==> src/rtl/signal_order_manager_if.sv <==
// signal_order_manager_if: order payload and valid/ready handshake toward the order-egress block
interface signal_order_manager_if;
  logic       order_valid;
  logic       order_ready;
  logic       order_side;
  logic [7:0] order_price;
  logic [7:0] order_qty;
  modport master (output order_valid, order_side, order_price, order_qty, input order_ready);
  modport slave  (input order_valid, order_side, order_price, order_qty, output order_ready);
endinterface

==> src/rtl/signal_order_manager.sv <==
// signal_order_manager: confirms persistent buy/sell signals, issues one position-limited order at a time, then cools down; define ORDER_STATS_EN for buy/sell/reject counters
module signal_order_manager #(
  parameter int CONFIRM   = 2,
  parameter int COOLDOWN  = 8,
  parameter int ORDER_QTY = 1,
  parameter int POS_LIMIT = 4
) (
  input  logic                  clk,
  input  logic                  rst,
  input  logic                  buy_signal,
  input  logic                  sell_signal,
  input  logic [7:0]            price,
  signal_order_manager_if.master ord,
  output logic [7:0]            position,
  output logic                  busy
`ifdef ORDER_STATS_EN
  ,
  output logic [15:0]           buy_count,
  output logic [15:0]           sell_count,
  output logic [15:0]           reject_count
`endif
);
  typedef enum logic [1:0] {S_IDLE, S_ISSUE, S_COOL} state_t;
  localparam logic signed [8:0] QTY9 = 9'(ORDER_QTY);
  localparam logic signed [8:0] LIM9 = 9'(POS_LIMIT);
  state_t             r_state;
  logic [3:0]         r_run;
  logic               r_last;
  logic [7:0]         r_cd;
  logic               r_valid;
  logic               r_side;
  logic [7:0]         r_price;
  logic [7:0]         r_qty;
  logic [7:0]         r_pos;
  logic               r_busy;
  logic signed [8:0]  w_pos9;
  logic               w_buy_q;
  logic               w_sell_q;
  logic               w_q;
  logic [3:0]         w_run_nxt;
  logic               w_fire;
  assign w_pos9    = {r_pos[7], r_pos};
  assign w_buy_q   = buy_signal && !sell_signal && ((w_pos9 + QTY9) <= LIM9);
  assign w_sell_q  = sell_signal && !buy_signal && ((w_pos9 - QTY9) >= -LIM9);
  assign w_q       = w_buy_q || w_sell_q;
  assign w_run_nxt = !w_q ? 4'd0 : (w_sell_q == r_last) ? r_run + 4'd1 : 4'd1;
  assign w_fire    = w_run_nxt == 4'(CONFIRM);
  assign ord.order_valid = r_valid;
  assign ord.order_side  = r_side;
  assign ord.order_price = r_price;
  assign ord.order_qty   = r_qty;
  assign position        = r_pos;
  assign busy            = r_busy;
  // Order FSM: confirm run in IDLE, hold payload until handshake, then count down the cooldown
  always_ff @(posedge clk or negedge rst) begin
    if (!rst) begin
      r_state <= S_IDLE;
      r_run   <= '0;
      r_last  <= 1'b0;
      r_cd    <= '0;
      r_valid <= 1'b0;
      r_side  <= 1'b0;
      r_price <= '0;
      r_qty   <= '0;
      r_pos   <= '0;
      r_busy  <= 1'b0;
    end else begin
      case (r_state)
        S_IDLE: begin
          if (w_q) r_last <= w_sell_q;
          r_run <= w_fire ? 4'd0 : w_run_nxt;
          if (w_fire) begin
            r_state <= S_ISSUE;
            r_valid <= 1'b1;
            r_side  <= w_sell_q;
            r_price <= price;
            r_qty   <= 8'(ORDER_QTY);
            r_busy  <= 1'b1;
          end
        end
        S_ISSUE: begin
          if (ord.order_ready) begin
            r_valid <= 1'b0;
            r_qty   <= '0;
            r_pos   <= r_side ? r_pos - 8'(ORDER_QTY) : r_pos + 8'(ORDER_QTY);
            r_cd    <= 8'(COOLDOWN);
            r_state <= (COOLDOWN == 0) ? S_IDLE : S_COOL;
            r_busy  <= COOLDOWN != 0;
          end
        end
        S_COOL: begin
          r_cd <= r_cd - 8'd1;
          if (r_cd == 8'd1) begin
            r_state <= S_IDLE;
            r_busy  <= 1'b0;
          end
        end
        default: r_state <= S_IDLE;
      endcase
    end
  end
`ifdef ORDER_STATS_EN
  logic w_hs;
  logic w_reject;
  assign w_hs     = (r_state == S_ISSUE) && ord.order_ready;
  assign w_reject = (r_state == S_IDLE) && (buy_signal ^ sell_signal) && !w_q;
  // Statistics: accepted orders per side and limit-blocked single-signal cycles, all wrapping
  always_ff @(posedge clk or negedge rst) begin
    if (!rst) begin
      buy_count    <= '0;
      sell_count   <= '0;
      reject_count <= '0;
    end else begin
      if (w_hs && !r_side) buy_count <= buy_count + 16'd1;
      if (w_hs && r_side) sell_count <= sell_count + 16'd1;
      if (w_reject) reject_count <= reject_count + 16'd1;
    end
  end
`endif
endmodule

==> src/flat_wrapper.sv <==
// flat-port wrapper written by rule: the top's interface ports become plain ports
module signal_order_manager_flat 
#(
  parameter int CONFIRM   = 2,
  parameter int COOLDOWN  = 8,
  parameter int ORDER_QTY = 1,
  parameter int POS_LIMIT = 4
)
  (clk, rst, buy_signal, sell_signal, price, position, busy, ord_order_valid, ord_order_side, ord_order_price, ord_order_qty, ord_order_ready);
  signal_order_manager_if ord_i ();
  input  logic clk;
  input  logic rst;
  input  logic buy_signal;
  input  logic sell_signal;
  input  logic [7:0] price;
  output logic [7:0] position;
  output logic busy;
  output wire logic [$bits(ord_i.order_valid)-1:0] ord_order_valid;
  output wire logic [$bits(ord_i.order_side)-1:0] ord_order_side;
  output wire logic [$bits(ord_i.order_price)-1:0] ord_order_price;
  output wire logic [$bits(ord_i.order_qty)-1:0] ord_order_qty;
  input wire logic [$bits(ord_i.order_ready)-1:0] ord_order_ready;
  assign ord_order_valid = ord_i.order_valid;
  assign ord_order_side = ord_i.order_side;
  assign ord_order_price = ord_i.order_price;
  assign ord_order_qty = ord_i.order_qty;
  assign ord_i.order_ready = ord_order_ready;
  signal_order_manager #(.CONFIRM(CONFIRM), .COOLDOWN(COOLDOWN), .ORDER_QTY(ORDER_QTY), .POS_LIMIT(POS_LIMIT)) u_core (.clk(clk), .rst(rst), .buy_signal(buy_signal), .sell_signal(sell_signal), .price(price), .ord(ord_i), .position(position), .busy(busy));
endmodule
==> config.mk <==
export PLATFORM = sky130hd
export DESIGN_NAME = signal_order_manager_flat
export DESIGN_NICKNAME = d
export VERILOG_FILES = /design/src/rtl/signal_order_manager_if.sv /design/src/rtl/signal_order_manager.sv /design/src/flat_wrapper.sv
export SDC_FILE = /design/constraint.sdc
export NUM_CORES = 1
export LEC_CHECK = 0
export CAP_MARGIN = 25
export CORE_UTILIZATION = 31
export CTS_BUF_LIST = sky130_fd_sc_hd__clkbuf_8 sky130_fd_sc_hd__clkbuf_16
export DETAILED_ROUTE_END_ITERATION = 16
export GPL_TIMING_DRIVEN = 0
export HOLD_SLACK_MARGIN = 0.1
export REMOVE_ABC_BUFFERS = 1
export SYNTH_ARGS = -nofsm -noshare
export SYNTH_HDL_FRONTEND = slang
export SYNTH_SLANG_ARGS = --single-unit
==> constraint.sdc <==
create_clock -name clk -period 2 [get_ports clk]
set_input_delay 0.4 -clock clk [delete_from_list [all_inputs] [get_ports clk]]
set_output_delay 0.4 -clock clk [all_outputs]
set_load 0.05 [all_outputs]
Yosys cells after proc, flatten, opt, wreduce, memory -nomap -nowiden
Index checks and enable logic that the tools add are counted.
Operators by class
  add/sub/neg operators: 6
  multipliers: 0
  div/mod/pow operators: 0
  order comparisons: 2
  eq/ne operators: 8
  shift operators: 0
  muxes and demuxes: 19
  bitwise gates (word level): 0
  reduce and logical (&&, ||, !) cells: 18
Operator list (number)
  $mux W8: 4
  $pmux W8 S2: 2
  $sub A8 B1 Y8 const B: 2
  $mux W4: 3
  $add A8 B2 Y9 const B: 1
  $ge A9 B3 Y1 const B: 1
  $le A9 B4 Y1 const B: 1
  $sub A8 B2 Y9 const B: 1
  $add A8 B1 Y8 const B: 1
  $eq A8 B1 Y1 const B: 1
  $reduce_and A2 Y1: 4
  $mux W2: 3
  $pmux W2 S3: 1
  $reduce_and A3 Y1: 2
  $add A4 B1 Y4 const B: 1
  $eq A4 B2 Y1 const B: 1
  $logic_and A1 B1 Y1: 4
  $mux W1: 4
  $ne A2 B1 Y1 const B: 2
  $reduce_and A4 Y1: 1
  $reduce_bool A2 Y1: 2
  $pmux W1 S3: 1
  $reduce_bool A3 Y1: 1
  $eq A2 B1 Y1 const B: 1
  other kinds (7): 8
Word-level totals
  flip-flop bits (word level): 42
  bits in latches: 0
  RAM bits: 0
  ROM bits: 0
  input port bits: 13
  output and inout port bits: 27
  logic and storage cells: 63
  memories kept: 0

Depth between registers and ports, before layout
Gate-level depths: netlist of the first run.
  depth in word-level cells: 9
  mapped depth: 8
  depth with buffers taken out: 7

Worst setup path after synthesis of the first run
No wires, ideal clock.
  path type: register -> register
  start point: reg u_core.r_side, in the netlist u_core.ord.order_side
  end point: reg u_core.r_pos[6], in the netlist u_core.position[6]
  library setup time: 0.070 ns
  data arrival time: 2.117 ns
  data required time: 1.930 ns
  setup slack: -0.187 ns
  cell stages (with the launch flop): 7
  buffers on the path: 0
  period minus slack after synthesis: 2.187 ns
  path through: dfrtp_1 -> ha_1 -> nor2b_1 -> o21ai_0 -> a21boi_0 -> or4_1 -> nand3_1
Between the ends
  cells in the longest elaborated chain, start to end: 1
RTL lines
  start, declared: RTL line signal_order_manager.sv:31  | logic r_side;
  start signal, assigned: RTL line signal_order_manager.sv:75  | r_side <= w_sell_q;
  $mux W8: RTL line signal_order_manager.sv:85  | r_pos <= r_side ? r_pos - 8'(ORDER_QTY) : r_pos + 8'(ORDER_QTY);
  end signal, assigned: RTL line signal_order_manager.sv:85
  end, declared: RTL line signal_order_manager.sv:34  | logic [7:0] r_pos;
No other way between the ends.
A chain may end at the register's enable or synchronous reset.

Final worst setup path of the first run
  start point: reg u_core.r_state[1]
  end point: reg u_core.r_busy, in the netlist u_core.busy
Between the ends
  cells in the longest elaborated chain, start to end: 3
  elaborated cells between the ends (all ways): 9
  classes of those cells: eq/ne: 5; mux: 1; reduce/logical: 3
RTL lines
  start, declared: RTL line signal_order_manager.sv:26  | state_t r_state;
  start signal, assigned: RTL line signal_order_manager.sv:87  | r_state <= (COOLDOWN == 0) ? S_IDLE : S_COOL;
  $eq A2 B2 Y1 (tied with other cells): RTL line signal_order_manager.sv:68  | case (r_state)
  $ne A2 B1 Y1 (no source line) (tied with other cells)
  $reduce_and A4 Y1 (no source line)
  end signal, assigned: RTL line signal_order_manager.sv:66  | r_busy <= 1'b0;
  end signal, assigned: RTL line signal_order_manager.sv:78  | r_busy <= 1'b1;
  end signal, assigned: RTL line signal_order_manager.sv:88  | r_busy <= COOLDOWN != 0;
  end, declared: RTL line signal_order_manager.sv:35  | logic r_busy;
Parallel ways exist; a longest one is shown, timed or not.

==> impl_metrics.env, run 1 <==
export IMPL_drive_above_1_share_pct=21.65
export IMPL_max_cap_viol_count=0
export IMPL_violations="DRC, setup timing"
export IMPL_synth_edf_count=0
export IMPL_arrival_ns=2.17
export IMPL_synth_warning_count=0
export IMPL_power_density_nw_per_um2=1697
export IMPL_routed_via_density=5.076
export IMPL_cts_buffers_inserted=5
export IMPL_r2r_start="u_core.r_state[1]"
export IMPL_ios=40
export IMPL_busiest_layer="met2"
export IMPL_peakVddDrop_mv=1.171
export IMPL_start_util_pct=32.72
export IMPL_vias=1680
export IMPL_max_freq_mhz=499.0
export IMPL_drtPass1Iterations=10
export IMPL_cts_clk_slew_worst_paths_ns=0.08
export IMPL_first_iter_violations=88
export IMPL_crit_path_max_fanout=7
export IMPL_io_buffers=32
export IMPL_antenna_found_initial=0
export IMPL_r2r_end="u_core.busy"
export IMPL_num_antenna_cells=0
export IMPL_cp_startpoint="u_core.r_state[1]"
export IMPL_critPathTopFamily="simple AND/OR/NAND/NOR gates"
export IMPL_seq_area_frac_synth_pct=40.26
export IMPL_synth_cell_types=53
export IMPL_met2_usage_pct=20.33
export IMPL_synthArstFlopShare_pct=100.0
export IMPL_maxSlewViolCount=0
export IMPL_syn_area_sq_um=2113
export IMPL_path_cells="inv_1 > ha_2 > or2b_2 > o2111ai_4 > nand3b_1 > o31ai_2 > mux2_4"
export IMPL_grt_pass1_wl_microns=7872
export IMPL_fill_cells=627
export IMPL_cp_end_kind="flip-flop"
export IMPL_cp_slowest_cell="dfrtp_1"
export IMPL_syn2layout_area_growth_pct=32.86
export IMPL_endpoint="u_core.busy"
export IMPL_root_buffer="clkbuf_8"
export IMPL_final_common_cell="dfrtp_1"
export IMPL_detail_route_wl_per_cell_microns=13.89
export IMPL_slowest_delay_ns=0.42
export IMPL_drt_wl_total_microns=4598
export IMPL_path_class="flip-flop to flip-flop"
export IMPL_grt_max_degree=35
export IMPL_globalRoute_totalOverflow=0
export IMPL_reg2reg_depth=7
export IMPL_fin_crit_ns=2.004
export IMPL_grt_met3_usage_pct=3.147
export IMPL_ys_flop_type="dfrtp_1"
export IMPL_cts_sink_count=34
export IMPL_die_h_microns=84.57
export IMPL_relSlewSlack_pct=46.23
export IMPL_drc=2
export IMPL_final_cell_mix="dfrtp_1, clkdlybuf4s50_1, nand2_1"
export IMPL_gr_usage_met1_pct=19.54
export IMPL_ant_nets=0
export IMPL_clk_path_buf_depth=2
export IMPL_htreeDepth=2
export IMPL_tightest_slew_ns=0.8066
export IMPL_synth_avg_cell_area_sq_um=10.16
export IMPL_synth_seq_cells=34
export IMPL_status="complete, but fails checks"
export IMPL_hold_viol=0
export IMPL_gp_congestion=0.7337
export IMPL_seq_area_sq_um=852.1
export IMPL_dieArea_sq_um=7151
export IMPL_p_leak_uw=0.001237
export IMPL_rsz0062_at_grt="true"
export IMPL_worst_slack_ns=-0.004081
export IMPL_timing_hold_ws_ns=0.2079
export IMPL_worst_setup_path_start_kind="flip-flop"
export IMPL_dieWidth_microns=84.57
export IMPL_period_share_pct=100.2
export IMPL_setup_violations=1
export IMPL_core_area_sq_um=6459
export IMPL_clock_latency_ns=0.28
export IMPL_cp_depth=7
export IMPL_cts_tree="built"
export IMPL_required_ns=2.17
export IMPL_cp_num_buf_inv=1
export IMPL_pre_cts_slack_ns=-0.4023
export IMPL_dp_hpwl_microns=2937
export IMPL_rows=29
export IMPL_multi_input_area_sq_um=1290
export IMPL_syn_inst=208
export IMPL_clock_skew_ns=0.004938
export IMPL_hp_class="primary input to async pin"
export IMPL_power_uw=4765
export IMPL_grt_pass1_vias=1623
export IMPL_track_usage_pct=13.63
export IMPL_r2r_slack_ns=-0.004
export IMPL_nNetsFinal=279
[sequential cells by signal (all words and copies together), names as in the netlist]
register,count
u_core.r_run,4
u_core.ord.order_qty,1
u_core.r_state,2
u_core.busy,1
u_core.ord.order_side,1
u_core.ord.order_price,8
u_core.position,8
u_core.r_last,1
u_core.r_cd,8
[per-stage QoR]
step                       TNS (ns)  instance area [sq um]  util [%]  cells
after detailed placement     -5.163                   2469     38.22    312
after CTS                  -0.04132                   2694     41.71    329
after global placement       -16.70                   2474     38.30    312
final                     -0.004081                   2808     43.47    331
after global routing        -0.1720                   2808     43.47    331
after floorplan             -0.3188                   2057         -    203
[Yosys cell counts (4+ instances only)]
cell type / n / share of area [%]
buf_4: 8 / 2.8
ha_1: 12 / 7.1
nand3_1: 8 / 1.9
mux2_4: 10 / 7.1
a21oi_1: 7 / 1.7
nand2_1: 18 / 3.2
dfrtp_1: 34 / 40
nor2_1: 11 / 2.0
inv_1: 14 / 2.5
xnor2_1: 4 / 1.7
o21ai_0: 12 / 2.8
xor2_1: 6 / 2.5
nor3_1: 11 / 2.6
[report_power, final]
| part | switching [uW] | internal [uW] | leakage [uW] |
|---|---|---|---|
| registers | 319 | 983 | 0.000432 |
| clock network | 270 | 371 | 0.0000504 |
| logic | 1630 | 1190 | 0.000754 |
| total | 2220 | 2550 | 0.00124 |
[layout make-up]
class	count	share of cell area, %
timing repair buffer	42	14.35
multi-input combinational	156	45.94
clock buffer	5	2.451
inverter	14	1.872
sequential	34	30.35
clock inverter	3	1.604
tap	77	3.431
[timing repair]
| item | CTS | global route |
|---|---|---|
| hold buffers | 0 | 0 |
| endpoints found under the setup margin | 15 | 18 |
| resized for setup | 13 | 18 |
| buffers inserted | 8 | 2 |
| cloned | 1 | 0 |
| pin swaps | 5 | 5 |
[routing by layer]
layer	up-vias	wire length [microns]
met5	-	0
met4	0	40
met3	5	203
met2	36	2094
met1	817	2261
li1	822	-
[how the worst min path moves through the flow]
stage / from / to / slack (ns) / cells after the start
6_report: rst / u_core.r_run[2] / 0.21 / 1
5_1_grt: rst / u_core.r_run[2] / 0.25 / 1
4_1_cts: rst / u_core.position[7] / 0.22 / 1
3_5_place_dp: u_core.ord.order_price[7] / u_core.ord.order_price[7] / 0.49 / 1
3_3_place_gp: u_core.ord.order_price[3] / u_core.ord.order_price[3] / 0.50 / 1
2_1_floorplan: rst / u_core.busy / 0.10 / 0
[cells by family after synthesis]
family | count (synthesis) | synth area share, %
muxes | 13 | 8.585
buffers and inverters | 25 | 6.217
adders and majority gates | 13 | 8.052
DFF | 34 | 40.26
AOI/OAI and AO/OA | 42 | 14.33
other | 1 | 0.1774
xor gates and xnor gates | 10 | 4.144
and+or+nand+nor | 70 | 18.24
(Power assumes the default switching activity.)
==> run 2: changes to the inputs <==
CTS_CLUSTER_SIZE = 40   (was default)
SLEW_MARGIN = 40   (was default)
==> run 2 against run 1 <==
The flow finishes with violations (DRC). Die area stayed put. Hold slack better by 0.31 ns. Flip-flop and latch count stayed put. Final area is 4.3% higher. Utilization is 1.9 points higher. Via count is 2.6% higher. Critical path type unchanged.
==> impl_metrics.env, run 2 (synthesis gave the netlist of run 1 again) <==
export IMPL_status="complete, but fails checks"
export IMPL_violations="DRC"
export IMPL_power_share_clock_pct=15.5
export IMPL_drive_above_1_share_pct=25.10
export IMPL_clock_skew_ns=0.005318
export IMPL_maxSlewViolCount=0
export IMPL_track_usage_pct=13.78
export IMPL_p_sw_uw=2255
export IMPL_relSlewSlack_pct=66.51
export IMPL_max_freq_mhz=513.7
export IMPL_clock_latency_ns=0.29
export IMPL_worst_slack_ns=0.05323
export IMPL_setup_violations=0
export IMPL_dieArea_sq_um=7151
export IMPL_num_antenna_cells=0
export IMPL_peakVddDrop_mv=0.9897
export IMPL_detail_route_wl_per_cell_microns=14.21
export IMPL_final_common_cell="dfrtp_1"
export IMPL_cts_tree="built"
export IMPL_period_share_pct=97.34
export IMPL_p_int_uw=2735
export IMPL_layout_cells_non_filler=340
export IMPL_globalRoute_totalOverflow=0
export IMPL_ios=40
export IMPL_dieWidth_microns=84.57
export IMPL_cp_startpoint="u_core.r_run[1]"
export IMPL_power_uw=4990
export IMPL_antenna_found_initial=0
export IMPL_clk_path_buf_depth=2
export IMPL_combPwrFrac_pct=58.4
export IMPL_root_buffer="clkbuf_8"
export IMPL_path_class="flip-flop to flip-flop"
export IMPL_dp_hpwl_microns=3031
export IMPL_crit_path_max_fanout=4
export IMPL_power_density_nw_per_um2=1704
export IMPL_io_buffers=32
export IMPL_cts_sink_count=34
export IMPL_routed_via_density=5.071
export IMPL_drt_wl_total_microns=4832
export IMPL_p_leak_uw=0.001279
export IMPL_tightest_slew_ns=0.5008
export IMPL_reg2reg_depth=6
export IMPL_htreeDepth=2
export IMPL_seqPwrFrac_pct=26.1
export IMPL_start_util_pct=32.72
export IMPL_ant_nets=0
export IMPL_vias=1724
export IMPL_switching_share_pct=45.19
export IMPL_hold_viol=0
export IMPL_r2r_end="u_core.busy"
export IMPL_first_iter_violations=90
export IMPL_gp_congestion=0.7337
export IMPL_hp_start="u_core.ord.order_price[3]"
export IMPL_worst_setup_path_start_kind="flip-flop"
export IMPL_drc=2
export IMPL_arrival_ns=2.12
export IMPL_r2r_start="u_core.r_run[1]"
export IMPL_grt_pass1_vias=1643
export IMPL_nNetsFinal=288
export IMPL_grt_max_degree=24
export IMPL_cp_end_kind="flip-flop"
export IMPL_fin_crit_ns=1.947
export IMPL_endpoint="u_core.busy"
export IMPL_final_util_pct=45.33
export IMPL_max_cap_viol_count=0
export IMPL_final_cell_mix="dfrtp_1, clkdlybuf4s50_1, nand2_1, buf_4"
export IMPL_die_h_microns=84.57
export IMPL_required_ns=2.18
export IMPL_cts_clk_slew_worst_paths_ns=0.08
export IMPL_placed_cells=313
export IMPL_rows=29
export IMPL_hold_depth=1
export IMPL_cts_buffers_inserted=5
export IMPL_pre_cts_slack_ns=-0.4057
export IMPL_syn2layout_area_growth_pct=38.54
export IMPL_hp_class="flip-flop to flip-flop"
export IMPL_drtPass1Iterations=10
export IMPL_r2r_slack_ns=0.05
export IMPL_core_area_sq_um=6459
export IMPL_grt_pass1_wl_microns=7790
export IMPL_rsz0062_at_grt="false"
## run 2: cell types whose count changed in the layout (fill, tap and decap cells not counted), sizes merged
| cell | delta |
|---|---|
| buf | +8 |
| bufinv | +1 |
| clkinv | +1 |
| clkinvlp | -1 |
| dlygate4sd2 | +1 |
| dlygate4sd3 | +1 |
| dlymetal6s2s | -1 |
| inv | -1 |
## run 2: timing repair
item	4_1_cts	5_1_grt
hold buffers	1	0
pin swaps	6	4
gates cloned	1	0
setup endpoints to repair	17	17
setup buffers	8	9
endpoints found under the hold margin	11	0
gates resized for setup	15	20
## run 2: area by class of cell
class / instances / area [sq um]
clock buffers: 5 / 68.82
clock inverters: 3 / 68.82
fillers: 616 / 3531
inverters: 14 / 56.30
multi-input cells: 156 / 1311
flip-flops and latches: 34 / 853.3
well taps: 77 / 96.34
repair buffers: 51 / 473.0
## run 2: through the flow
stage | hold slack (ns) | TNS [ns] | cell area, sq um
after floorplan | 0.1044 | -0.3188 | 2057
after global placement | 0.4952 | -16.70 | 2474
after detailed placement | 0.3382 | -5.192 | 2496
after CTS | 0.5190 | -0.04086 | 2749
after global routing | 0.5390 | 0 | 2928
final | 0.5169 | 0 | 2928
## run 2: worst min-delay path by stage
stage | end
after floorplan | u_core.busy
after global placement | u_core.ord.order_price[3]
after detailed placement | u_core.r_run[2]
after CTS | u_core.ord.order_price[3]
after global routing | u_core.ord.order_price[0]
final | u_core.ord.order_price[3]
## run 2: power groups by stage
| stage | clock, uW | combinational [uW] | sequential, uW |
|---|---|---|---|
| after floorplan | 0 | 1220 | 1790 |
| after global placement | 0 | 2330 | 1280 |
| after detailed placement | 0 | 2370 | 1280 |
| after CTS | 795 | 2580 | 1260 |
| after global routing | 826 | 3130 | 1350 |
| final | 773 | 2910 | 1300 |
## run 2: critical path, stage by stage (launching register included)
cell and delay [ns]:
dfrtp_2 0.44, ha_4 0.19, nor4b_4 0.23, a41oi_2 0.08, or2_4 0.32, o31ai_4 0.25, mux2_4 0.31
## run 2: layer usage
layer / wire length [microns] / GRT usage [%]
met4: 48 / 4.314
met5: 0 / 0
met2: 2273 / 20.62
met1: 2293 / 19.24
met3: 216 / 3.933
==> run 3: changes to the inputs <==
CORE_MARGIN = 2   (was default)
==> run 3 against run 2 <==
The run now ends clean. Via count shrank 2.1%. Critical path depth is the same. Global-route usage shrank 0.54 points. Flip-flop and latch count is the same.
==> impl_metrics.env, run 3 (synthesis gave the netlist of run 1 again) <==
export IMPL_status="completed"
export IMPL_root_buffer="clkbuf_8"
export IMPL_relSlewSlack_pct=66.32
export IMPL_path_cells="ha_4 > nor4b_4 > a41oi_4 > or2_4 > o31ai_4 > mux2_4"
export IMPL_grt_met3_usage_pct=3.143
export IMPL_nNetsFinal=281
export IMPL_hold_viol=0
export IMPL_busiest_layer="met2"
export IMPL_num_antenna_cells=0
export IMPL_cp_num_buf_inv=0
export IMPL_dieArea_sq_um=7494
export IMPL_grt_pass1_vias=1650
export IMPL_drc=0
export IMPL_dpl_instance_area_sq_um=2475
export IMPL_final_cell_mix="dfrtp_1, clkdlybuf4s50_1, nand2_1"
export IMPL_required_ns=2.19
export IMPL_cts_sink_count=34
export IMPL_met2_usage_pct=20.42
export IMPL_max_freq_mhz=506.3
export IMPL_antenna_found_initial=0
export IMPL_max_cap_viol_count=0
export IMPL_die_h_microns=86.57
export IMPL_cp_slowest_cell="dfrtp_1"
export IMPL_htreeDepth=2
export IMPL_seqPwrFrac_pct=27.0
export IMPL_arrival_ns=2.16
export IMPL_worst_setup_path_start_kind="flip-flop"
export IMPL_critPathTopFamily="simple AND/OR/NAND/NOR gates"
export IMPL_clock_latency_ns=0.30
export IMPL_maxSlewViolCount=0
export IMPL_p_sw_uw=2215
export IMPL_p_int_uw=2550
export IMPL_drtPass1Iterations=4
export IMPL_dieWidth_microns=86.57
export IMPL_hp_class="flip-flop to flip-flop"
export IMPL_grt_pass1_wl_microns=7803
export IMPL_start_util_pct=31.63
export IMPL_path_class="flip-flop to flip-flop"
export IMPL_final_common_cell="dfrtp_1"
export IMPL_first_iter_violations=70
export IMPL_detail_route_wl_per_cell_microns=13.60
export IMPL_seq_area_sq_um=852.1
export IMPL_cp_end_kind="flip-flop"
export IMPL_multi_input_area_sq_um=1316
export IMPL_cts_tree="built"
export IMPL_r2r_start="u_core.r_run[1]"
export IMPL_ios=40
export IMPL_gr_usage_met1_pct=18.15
export IMPL_combPwrFrac_pct=59.0
export IMPL_r2r_slack_ns=0.02
export IMPL_vias=1688
export IMPL_crit_path_max_fanout=5
export IMPL_reg2reg_depth=6
export IMPL_cts_clk_slew_worst_paths_ns=0.08
export IMPL_rows=30
export IMPL_power_density_nw_per_um2=1661
export IMPL_power_share_clock_pct=14.0
export IMPL_endpoint="u_core.busy"
export IMPL_fill_cells=650
export IMPL_rsz0062_at_grt="true"
export IMPL_switching_share_pct=46.49
export IMPL_p_leak_uw=0.001265
export IMPL_globalRoute_totalOverflow=0
export IMPL_core_area_sq_um=6681
export IMPL_tightest_slew_ns=0.5036
export IMPL_setup_violations=0
export IMPL_io_buffers=32
export IMPL_r2r_end="u_core.busy"
export IMPL_design_area_sq_um=2869
export IMPL_slowest_delay_ns=0.42
export IMPL_cp_startpoint="u_core.r_run[1]"
export IMPL_gp_congestion=0.8017
export IMPL_cts_buffers_inserted=5
export IMPL_clk_path_buf_depth=2
export IMPL_ant_nets=0
export IMPL_drive_above_1_share_pct=23.05
export IMPL_clock_skew_ns=0.005040
export IMPL_cp_depth=6
export IMPL_routed_via_density=5.024
export IMPL_fin_crit_ns=1.975
export IMPL_track_usage_pct=13.23
export IMPL_grt_max_degree=35
export IMPL_period_share_pct=98.75
export IMPL_timing_hold_ws_ns=0.5157
export IMPL_syn2layout_area_growth_pct=35.76
export IMPL_peakVddDrop_mv=0.9114
export IMPL_dp_hpwl_microns=2906
export IMPL_drt_wl_total_microns=4571
==> run 3: how the worst min path moves through the flow <==
stage                         startpoint                   endpoint  slack (ns)  cells past startpoint
3_3_place_gp   u_core.ord.order_price[6]  u_core.ord.order_price[6]        0.50                      1
2_1_floorplan                        rst                u_core.busy        0.10                      0
6_report       u_core.ord.order_price[6]  u_core.ord.order_price[6]        0.52                      1
3_5_place_dp                         rst            u_core.r_run[3]        0.39                      1
4_1_cts        u_core.ord.order_price[6]  u_core.ord.order_price[6]        0.52                      1
5_1_grt        u_core.ord.order_price[7]  u_core.ord.order_price[7]        0.54                      1
==> run 3: repair_timing <==
item | 4_1_cts | 5_1_grt
resized for setup | 16 | 18
endpoints found under the hold margin | 34 | 0
hold buffers | 1 | 0
pin swaps | 5 | 2
gates cloned | 1 | 0
setup endpoints to repair | 14 | 20
buffers inserted | 9 | 2
==> run 3: worst reg2reg max path: cells and delay by family, from the launching register on <==
family	cells	cell delay, ns
and+or+nand+nor	2	0.62
adders and majority gates	1	0.18
muxes	1	0.31
DFF	1	0.42
AOI/OAI and AO/OA	2	0.33
==> run 3: per-stage QoR <==
step	setup TNS (ns)	cells	power [uW]	worst slack, ns	utilization [%]
final	0	336	4766	0.02497	42.94
after detailed placement	-5.004	315	3650	-0.3962	37.04
after floorplan	-0.3188	203	3009	-0.1873	-
after CTS	-0.02057	334	4603	-0.02057	41.24
after global placement	-16.61	315	3617	-0.3869	37.08
after global routing	-0.06142	336	5078	-0.05074	42.94
==> run 3: layout make-up <==
type / count / area share, %
Inverter: 14 / 1.832
Timing Repair Buffer: 44 / 15.13
Clock buffer: 5 / 2.399
Tap cell: 80 / 3.489
Clock inverter: 3 / 1.570
Multi-Input combinational cell: 156 / 45.88
Sequential cell: 34 / 29.70
==> run 3: metal layers <==
layer | wire length, microns | vias to the layer above
li1 | - | 831
met3 | 151 | 10
met2 | 2096 | 38
met1 | 2247 | 809
met5 | 0 | -
met4 | 76 | 0
==> run 3: power groups by stage <==
stage          clock, uW  combinational [uW]  sequential, uW
2_1_floorplan          0                1220            1790
5_1_grt              705                3040            1340
3_3_place_gp           0                2330            1290
4_1_cts              683                2650            1270
6_report             666                2810            1290
3_5_place_dp           0                2370            1280
